--- src/rtl/arb_pkg.sv ---
// Shared types and helpers for the round-robin one-hot arbiter.
// onehot_to_idx covers the widest legal configuration, so callers zero-extend their vector.
package arb_pkg;

    typedef enum logic {
        IDLE  = 1'b0,
        OFFER = 1'b1
    } state_t;

    localparam int MAX_N = 16;

    function automatic int unsigned onehot_to_idx(input logic [MAX_N-1:0] oh);
        int unsigned idx;
        idx = 0;
        for (int i = 0; i < MAX_N; i++) begin
            if (oh[i]) idx = i;
        end
        return idx;
    endfunction

endpackage

--- src/rtl/rr_onehot_arbiter_pick.sv ---
// Circular priority pick: rotate so ptr is at bit 0, take lowest set bit, rotate back.
// Both rotations use a double-width shift, so no modulo or divider is needed.
module rr_pick #(
    parameter int N = 4,
    localparam int PTR_W = $clog2(N)
) (
    input  logic [N-1:0]     req_vec,
    input  logic [PTR_W-1:0] ptr,
    output logic [N-1:0]     onehot
);

    logic [N-1:0] rot;
    logic [N-1:0] first;

    always_comb begin
        rot    = N'({req_vec, req_vec} >> ptr);
        first  = rot & (~rot + N'(1));
        onehot = N'(({first, first} << ptr) >> N);
    end

endmodule

--- src/rtl/rr_onehot_arbiter.sv ---
// Round-robin arbiter issuing one registered one-hot grant at a time, with a
// valid/ready handshake to the consumer and a per-requester ack strobe.
//
// state | meaning
// IDLE  | no offer pending; grant=0, grant_valid=0
// OFFER | grant holds a frozen one-hot offer until out_ready
module rr_onehot_arbiter
    import arb_pkg::*;
#(
    parameter int N = 4
) (
    input  logic         clk,
    input  logic         rst,
    input  logic [N-1:0] req,
    output logic [N-1:0] grant,
    output logic         grant_valid,
    input  logic         out_ready,
    output logic [N-1:0] ack
);

    localparam int PTR_W = $clog2(N);

    state_t             state_q, state_d;
    logic [PTR_W-1:0]   ptr_q, ptr_d, ptr_inc, pick_ptr;
    logic [N-1:0]       grant_q, grant_d, pick_vec, nxt;
    logic [MAX_N-1:0]   grant_ext;
    int unsigned        gidx;
    logic               hs;

    assign grant       = grant_q;
    assign grant_valid = (state_q == OFFER);
    assign hs          = grant_valid & out_ready;
    assign ack         = grant_q & {N{hs}};

    // During a handshake the next pick already sees the advanced pointer and
    // excludes the requester being served this cycle.
    always_comb begin
        grant_ext          = '0;
        grant_ext[N-1:0]   = grant_q;
        gidx               = onehot_to_idx(grant_ext);
        ptr_inc            = (gidx >= N - 1) ? '0 : PTR_W'(gidx + 1);
        pick_ptr           = hs ? ptr_inc : ptr_q;
        pick_vec           = hs ? (req & ~grant_q) : req;
    end

    rr_pick #(.N(N)) u_pick (
        .req_vec (pick_vec),
        .ptr     (pick_ptr),
        .onehot  (nxt)
    );

    always_comb begin
        state_d = state_q;
        ptr_d   = ptr_q;
        grant_d = grant_q;
        case (state_q)
            IDLE: begin
                if (|req) begin
                    grant_d = nxt;
                    state_d = OFFER;
                end
            end
            OFFER: begin
                if (hs) begin
                    ptr_d   = ptr_inc;
                    grant_d = nxt;
                    if (nxt == '0) state_d = IDLE;
                end
            end
            default: begin
                state_d = IDLE;
                grant_d = '0;
            end
        endcase
    end

    always_ff @(posedge clk) begin
        if (rst) begin
            state_q <= IDLE;
            ptr_q   <= '0;
            grant_q <= '0;
        end else begin
            state_q <= state_d;
            ptr_q   <= ptr_d;
            grant_q <= grant_d;
        end
    end

endmodule

--- config.mk ---
export PLATFORM = sky130hd
export DESIGN_NAME = rr_onehot_arbiter
export DESIGN_NICKNAME = d
export VERILOG_FILES = /design/src/rtl/arb_pkg.sv /design/src/rtl/rr_onehot_arbiter_pick.sv /design/src/rtl/rr_onehot_arbiter.sv
export SDC_FILE = /design/constraint.sdc
export NUM_CORES = 1
export LEC_CHECK = 0
export CAP_MARGIN = 20
export CORE_MARGIN = 1.5
export CORE_UTILIZATION = 44
export DETAILED_ROUTE_END_ITERATION = 8
export HOLD_SLACK_MARGIN = 0.03
export PLACE_DENSITY = 0.77
export SYNTH_ARGS = -nofsm -noshare
export SYNTH_HDL_FRONTEND = slang
export SYNTH_SLANG_ARGS = --single-unit
--- constraint.sdc ---
create_clock -name clk -period 2.8 [get_ports clk]
set_clock_uncertainty 0.1 [all_clocks]
set_input_delay 0.56 -clock clk [delete_from_list [all_inputs] [get_ports clk]]
set_output_delay 0.56 -clock clk [all_outputs]
set_load 0.01 [all_outputs]
* Word level (Yosys, flattened, before mapping)
Cells that the tools add are included.
** Word-level totals
- Register bits after elaboration :: 7
- Input port bits :: 7
- Output and inout port bits :: 9
- Logic and storage cells :: 33
** Operators by class
- Add/subtract/negate cells :: 2
- $lt $le $gt $ge :: 1
- Equal/unequal tests :: 2
- Shifts and indexed selects :: 2
- Mux-type cells :: 13
- Bitwise gates (word level) :: 7
- Reductions and logical operators :: 3
** Operators by type and width (count)
- >= comparator 32 x 2 -> 1 bit, second input constant :: 1
- bitwise AND 4 bit :: 3
- 2-to-1 mux 4 bit :: 3
- 2-to-1 mux 2 bit :: 4
- inverter 4 bit :: 2
- one-hot mux 4 bit (2 select lines) :: 1
- << shifter 8 x 2 -> 8 bit :: 1
- >> shifter 8 x 2 -> 4 bit :: 1
- adder 4 x 1 -> 4 bit, second input constant :: 1
- zero test 4 bit :: 1
- 2-to-1 mux 1 bit :: 4
- OR reduction 4 bit :: 1
- adder 2 x 1 -> 2 bit, second input constant :: 1
- inequality test 2 x 1 -> 1 bit, second input constant :: 1
- inequality test 2 bit, second input constant :: 1
- one-hot mux 1 bit (2 select lines) :: 1
- AND reduction 2 bit :: 1
- bitwise AND 1 bit :: 1
- inverter 1 bit :: 1

* Depth between registers and ports, before layout
- Depth in word-level cells :: 15
- Depth in mapped cells :: 11
- Depth with buffers taken out :: 10

* Modules after synthesis
From an unflattened synthesis, not the netlist that was laid out.
** Unflattened totals
- Cells, all modules :: 71
- Area total of the unflattened synthesis :: 560.5 um2
** By module, submodules not included
- rr_onehot_arbiter :: instances 1, cells an instance 55, area each 461.7 um2, seq. area each 140.1 um2
- rr_pick :: instances 1, cells an instance 16, area each 98.8 um2, seq. area each 0.0 um2

* Worst setup path before layout
OpenSTA, ideal clock, no wires.
- Path type :: register -> register
- From :: register grant_q[2], in the netlist grant[2]
- To :: register state_q, in the netlist grant_valid
- Setup time :: 133 ps
- Arrival :: 2673 ps
- Required time :: 2567 ps
- Setup slack :: -106 ps
- Stages on the path, launching flop included :: 11
- Buffers on the path :: 0
- Clock period less this slack :: 2906 ps
- Cell sequence :: dfxtp_1 and2b_2 or2_2 ha_1 nand4bb_2 or3b_1 a21oi_2 nor2_2 a32o_1 a2111oi_2 a311oi_1
** On the way
- Longest elaborated chain between the ends :: 14
- Elaborated cells on any way between the ends :: 18
- Those cells by class :: add/sub (2); order compare (1); shift (2); mux (8); bitwise (4); reduce/logical (1)
** Ends and longest elaborated chain
- start: declaration :: line rr_onehot_arbiter.sv:25 : logic [N-1:0] grant_q, grant_d, pick_vec, nxt;
- start signal: assignment :: line rr_onehot_arbiter.sv:85 : grant_q <= grant_d;
- 2-to-1 mux 2 bit (2 in series) :: line arb_pkg.sv:16 : if (oh[i]) idx = i;
- >= comparator 32 x 2 -> 1 bit / adder 2 x 1 -> 2 bit (equally long branches) :: line rr_onehot_arbiter.sv:41 : ptr_inc = (gidx >= N - 1) ? '0 : PTR_W'(gidx + 1);
- 2-to-1 mux 2 bit :: line rr_onehot_arbiter.sv:41
- 2-to-1 mux 2 bit
- >> shifter 8 x 2 -> 4 bit :: line rr_onehot_arbiter_pick.sv:16 : rot = N'({req_vec, req_vec} >> ptr);
- inverter 4 bit :: line rr_onehot_arbiter_pick.sv:17 : first = rot & (~rot + N'(1));
- adder 4 x 1 -> 4 bit :: line rr_onehot_arbiter_pick.sv:17
- bitwise AND 4 bit :: line rr_onehot_arbiter_pick.sv:17
- << shifter 8 x 2 -> 8 bit * :: line rr_onehot_arbiter_pick.sv:18 : onehot = N'(({first, first} << ptr) >> N);
- zero test 4 bit * :: line rr_onehot_arbiter.sv:67 : if (nxt == '0) state_d = IDLE;
- 2-to-1 mux 1 bit * :: line rr_onehot_arbiter.sv:67
- 2-to-1 mux 1 bit * :: line rr_onehot_arbiter.sv:64 : if (hs) begin
- one-hot mux 1 bit (2 select lines) * :: line rr_onehot_arbiter.sv:56 : case (state_q)
- end signal: assignment :: line rr_onehot_arbiter.sv:83 : state_q <= state_d;
- end: declaration :: line rr_onehot_arbiter.sv:23 : state_t state_q, state_d;
Mark *: on every way between the ends. The rest lies on a longest branch, timed or not.
A chain may end at the register's enable or synchronous reset.

* Worst setup path in the final report
- From :: register grant_q[2], in the netlist grant[2]
- To :: register grant_q[2], in the netlist grant[2]
** On the way
- Longest elaborated chain between the ends :: 12
- Elaborated cells on any way between the ends :: 17
- Those cells by class :: add/sub (2); order compare (1); shift (2); mux (8); bitwise (4)
** Ends and longest elaborated chain (line)
- 2-to-1 mux 2 bit (2 in series) :: arb_pkg.sv:16
- >= comparator 32 x 2 -> 1 bit / adder 2 x 1 -> 2 bit (equally long branches) :: rr_onehot_arbiter.sv:41
- 2-to-1 mux 2 bit :: rr_onehot_arbiter.sv:41
- 2-to-1 mux 2 bit
- >> shifter 8 x 2 -> 4 bit :: rr_onehot_arbiter_pick.sv:16
- inverter 4 bit :: rr_onehot_arbiter_pick.sv:17
- adder 4 x 1 -> 4 bit :: rr_onehot_arbiter_pick.sv:17
- bitwise AND 4 bit :: rr_onehot_arbiter_pick.sv:17
- << shifter 8 x 2 -> 8 bit * :: rr_onehot_arbiter_pick.sv:18
- 2-to-1 mux 4 bit (on tied branches) :: rr_onehot_arbiter.sv:64, rr_onehot_arbiter.sv:58
- one-hot mux 4 bit (2 select lines) * :: rr_onehot_arbiter.sv:56
Mark *: on every way between the ends. The rest lies on a longest branch, timed or not. The select of a mux whose other input is x is not followed.

==> reports/summary.txt <==
Area contributors post-synth: dfxtp_1 (19%), nand2_1 (5.5%), o21ai_0 (5.3%)
worst reg2reg path depth: 10
core area: 0.001541 mm2
slew at the pin closest to its max-slew limit: 448.9 ps
setup violators final: 4
Hold Path Class: reg2reg
Row Count: 14
Initial Util: 0.4862
Syn Area/Cell: 7.420 um2
top post-synthesis cells by count: nand2_1 (11), o21ai_0 (8), dfxtp_1 (7)
port bufs: 15
Clock power frac: 0.154
leakage: 0.5535 nW
launching point of the worst reg2reg path: grant[2]
run status: finished with violations
VDD IR max: 0.4440 mV
reg2reg setup slack: -190 ps
sequential area share after synthesis: 0.1870
vias in the first global route: 1041
Slew Limit Fails: 0
YS warnings: 0
grt ovf: 0
average wire per standard cell: 21.38 um
Post-Route WL: 3634 um
Pwr Total: 0.0006614 W
gr usage total: 0.3533
clk buf depth: 2
Die Y-Extent: 44.27 um
Synth async-reset ratio: 0
DRT antenna net count: 0
max_cap viols: 0
Avg Vias per Cell: 6.859
pin count of the biggest net entering global routing: 10
Mapped Area: 749.5 um2
first-pass GRT wire length: 4995 um
Internal: 0.0003812 W
diode count: 0
number of flops mapped to enable cells by yosys: 0
GPL Wtd Cong: 0.9150
switching part of the total: 0.4237
part of the power in combinational logic: 0.646
CP endpoint kind: register
f_max: 334.3 MHz
critical path startpoint category: register
Synth area leader: dfxtp_1
Seq pwr share: 0.200
worst setup path endpoint: grant[2]
IO Count: 16
Worst Setup SP: grant[2]
layout cell share with drive strength beyond 1: 0.4156
Distinct cells, synth: 46
CP Data Arrival Time: 3060 ps
syn_nets: 109
pwr dens: 503.4 mW/mm2
clk_lat worst skew: 270 ps
WP data required: 2870 ps
setup slack at placement: -244.4 ps
Worst Path Max Fanout: 4
Cell Area, Placed: 0.001164 mm2
failing checks: setup timing
# nets final: 163
sw power: 0.0002802 W
hold slack: 456.8 ps
# fillers: 85
CTS tree: built
area share of the largest cell type after synthesis: 0.1870
htree depth: 1
period utilisation layout: 1.068
Setup WS post-layout: -190.9 ps
detailed router's first-iteration violation count: 88
Syn Inst Count: 101
Synth Register Bits: 7
Finished Core Util: 0.8523
clock sinks: 7
Root Buffer: clkbuf_4
First-pass DRT Iterations: 4
drt drc: 0
most instantiated library cell after synthesis: nand2_1
Final Hold Fails: 0
CTS buffer count: 3
Worst Path Class, Setup: reg2reg
ys flop type: dfxtp_1
fin area: 0.001314 mm2
DR vias: 1166
Die X: 44.27 um
RSZ-0062 raised after global routing: true
Area Overhead vs Synth: 75.29%
worst hold start: grant[0]
hold buffers post-CTS: 0
DIE AREA: 0.001960 mm2
Slew HR: 0.7007
RR Endpoint: grant[2]
antenna violations before repair: 0
Worst-path clk slew: 70 ps
crit path time final: 2991 ps
post-DP HPWL: 2225 um
## state kept, by name (all words and copies together), names as in the netlist
| register | cells |
|---|---|
| grant | 4 |
| ptr_q | 2 |
| grant_valid | 1 |
## metrics by stage
step                TNS, ps  instances
CTS                  -189.8        169
detailed placement   -901.2        162
floorplan                 0        101
global placement     -509.7        162
global route         -655.0        170
finish               -417.0        170
## power by group through the flow
stage / sequential, W / combinational [W] / clock, W
floorplan: 0.000133 / 0.000174 / 0
global placement: 0.000130 / 0.000343 / 0
detailed placement: 0.000131 / 0.000347 / 0
CTS: 0.000129 / 0.000379 / 0.0000965
global route: 0.000133 / 0.000449 / 0.000103
finish: 0.000132 / 0.000427 / 0.000102
## cells in the final DEF (no fill, tap or decap), types with 2 or more instances in the layout
cell type,synthesis,layout
buf_4,1,37
clkdlybuf4s50_1,0,14
nand2_1,11,11
inv_1,6,6
nor2_1,6,6
dfxtp_1,7,6
o21ai_0,8,5
nor3_1,6,4
nand3_1,3,3
o21ai_1,1,3
a21o_1,3,3
nor4_1,4,3
clkbuf_4,0,3
or2_4,0,2
and3_2,2,2
or4_1,2,2
mux2i_1,2,2
a211oi_1,2,2
a22oi_1,2,2
a2111oi_2,2,2
a311oi_1,2,2
## critical path, stage by stage (launching register included)
cell,delay (ps)
dfxtp_2,340
and2b_2,230
or2_4,240
ha_4,160
nand4bb_4,250
or2_1,260
a222oi_1,430
buf_4,190
o21ai_2,50
or3_4,340
a221oi_2,300
## timing repair
action / 4_1_cts / 5_1_grt
endpoints found under the hold margin: 0 / 0
resized for setup: 11 / 11
buffers inserted: 3 / 1
endpoints found under the setup margin: 6 / 4
pin swaps: 10 / 9
## how the worst min path moves through the flow
stage	to	slack, ps	cells past startpoint
2_1_floorplan	grant[2]	390	2
3_3_place_gp	grant[0]	440	2
3_5_place_dp	grant[0]	450	2
4_1_cts	grant[0]	460	2
6_report	grant[0]	460	2
5_1_grt	grant[0]	490	2
## kinds of logic after synthesis
kind of cell / after synthesis / share of synthesized area
and+or+nand+nor: 46 / 0.3423
adders and majority gates: 1 / 0.01669
buffers and inverters: 9 / 0.05174
AOI/OAI and AO/OA: 36 / 0.3756
DFF: 7 / 0.1870
muxes: 2 / 0.02671
## layout make-up
type | count | area (um2) | area share
multi-input combinational | 85 | 676.9 | 0.5152
timing repair buffer | 52 | 426.7 | 0.3248
inverter | 6 | 22.52 | 0.01714
sequential | 7 | 141.4 | 0.1076
tap | 16 | 20.02 | 0.01524
clock buffer | 4 | 26.28 | 0.02000
## per-layer routing
metal / share of wire / up-vias / wire length [um] / global-route usage
met5: 0 / - / 0 / 0
met4: 0.034 / 0 / 123 / 0.07879
met2: 0.50 / 80 / 1809 / 0.6235
li1: - / 509 / - / -
met3: 0.093 / 19 / 338 / 0.1061
met1: 0.38 / 558 / 1363 / 0.4190
No activity file was read; power rests on OpenSTA's default activity.
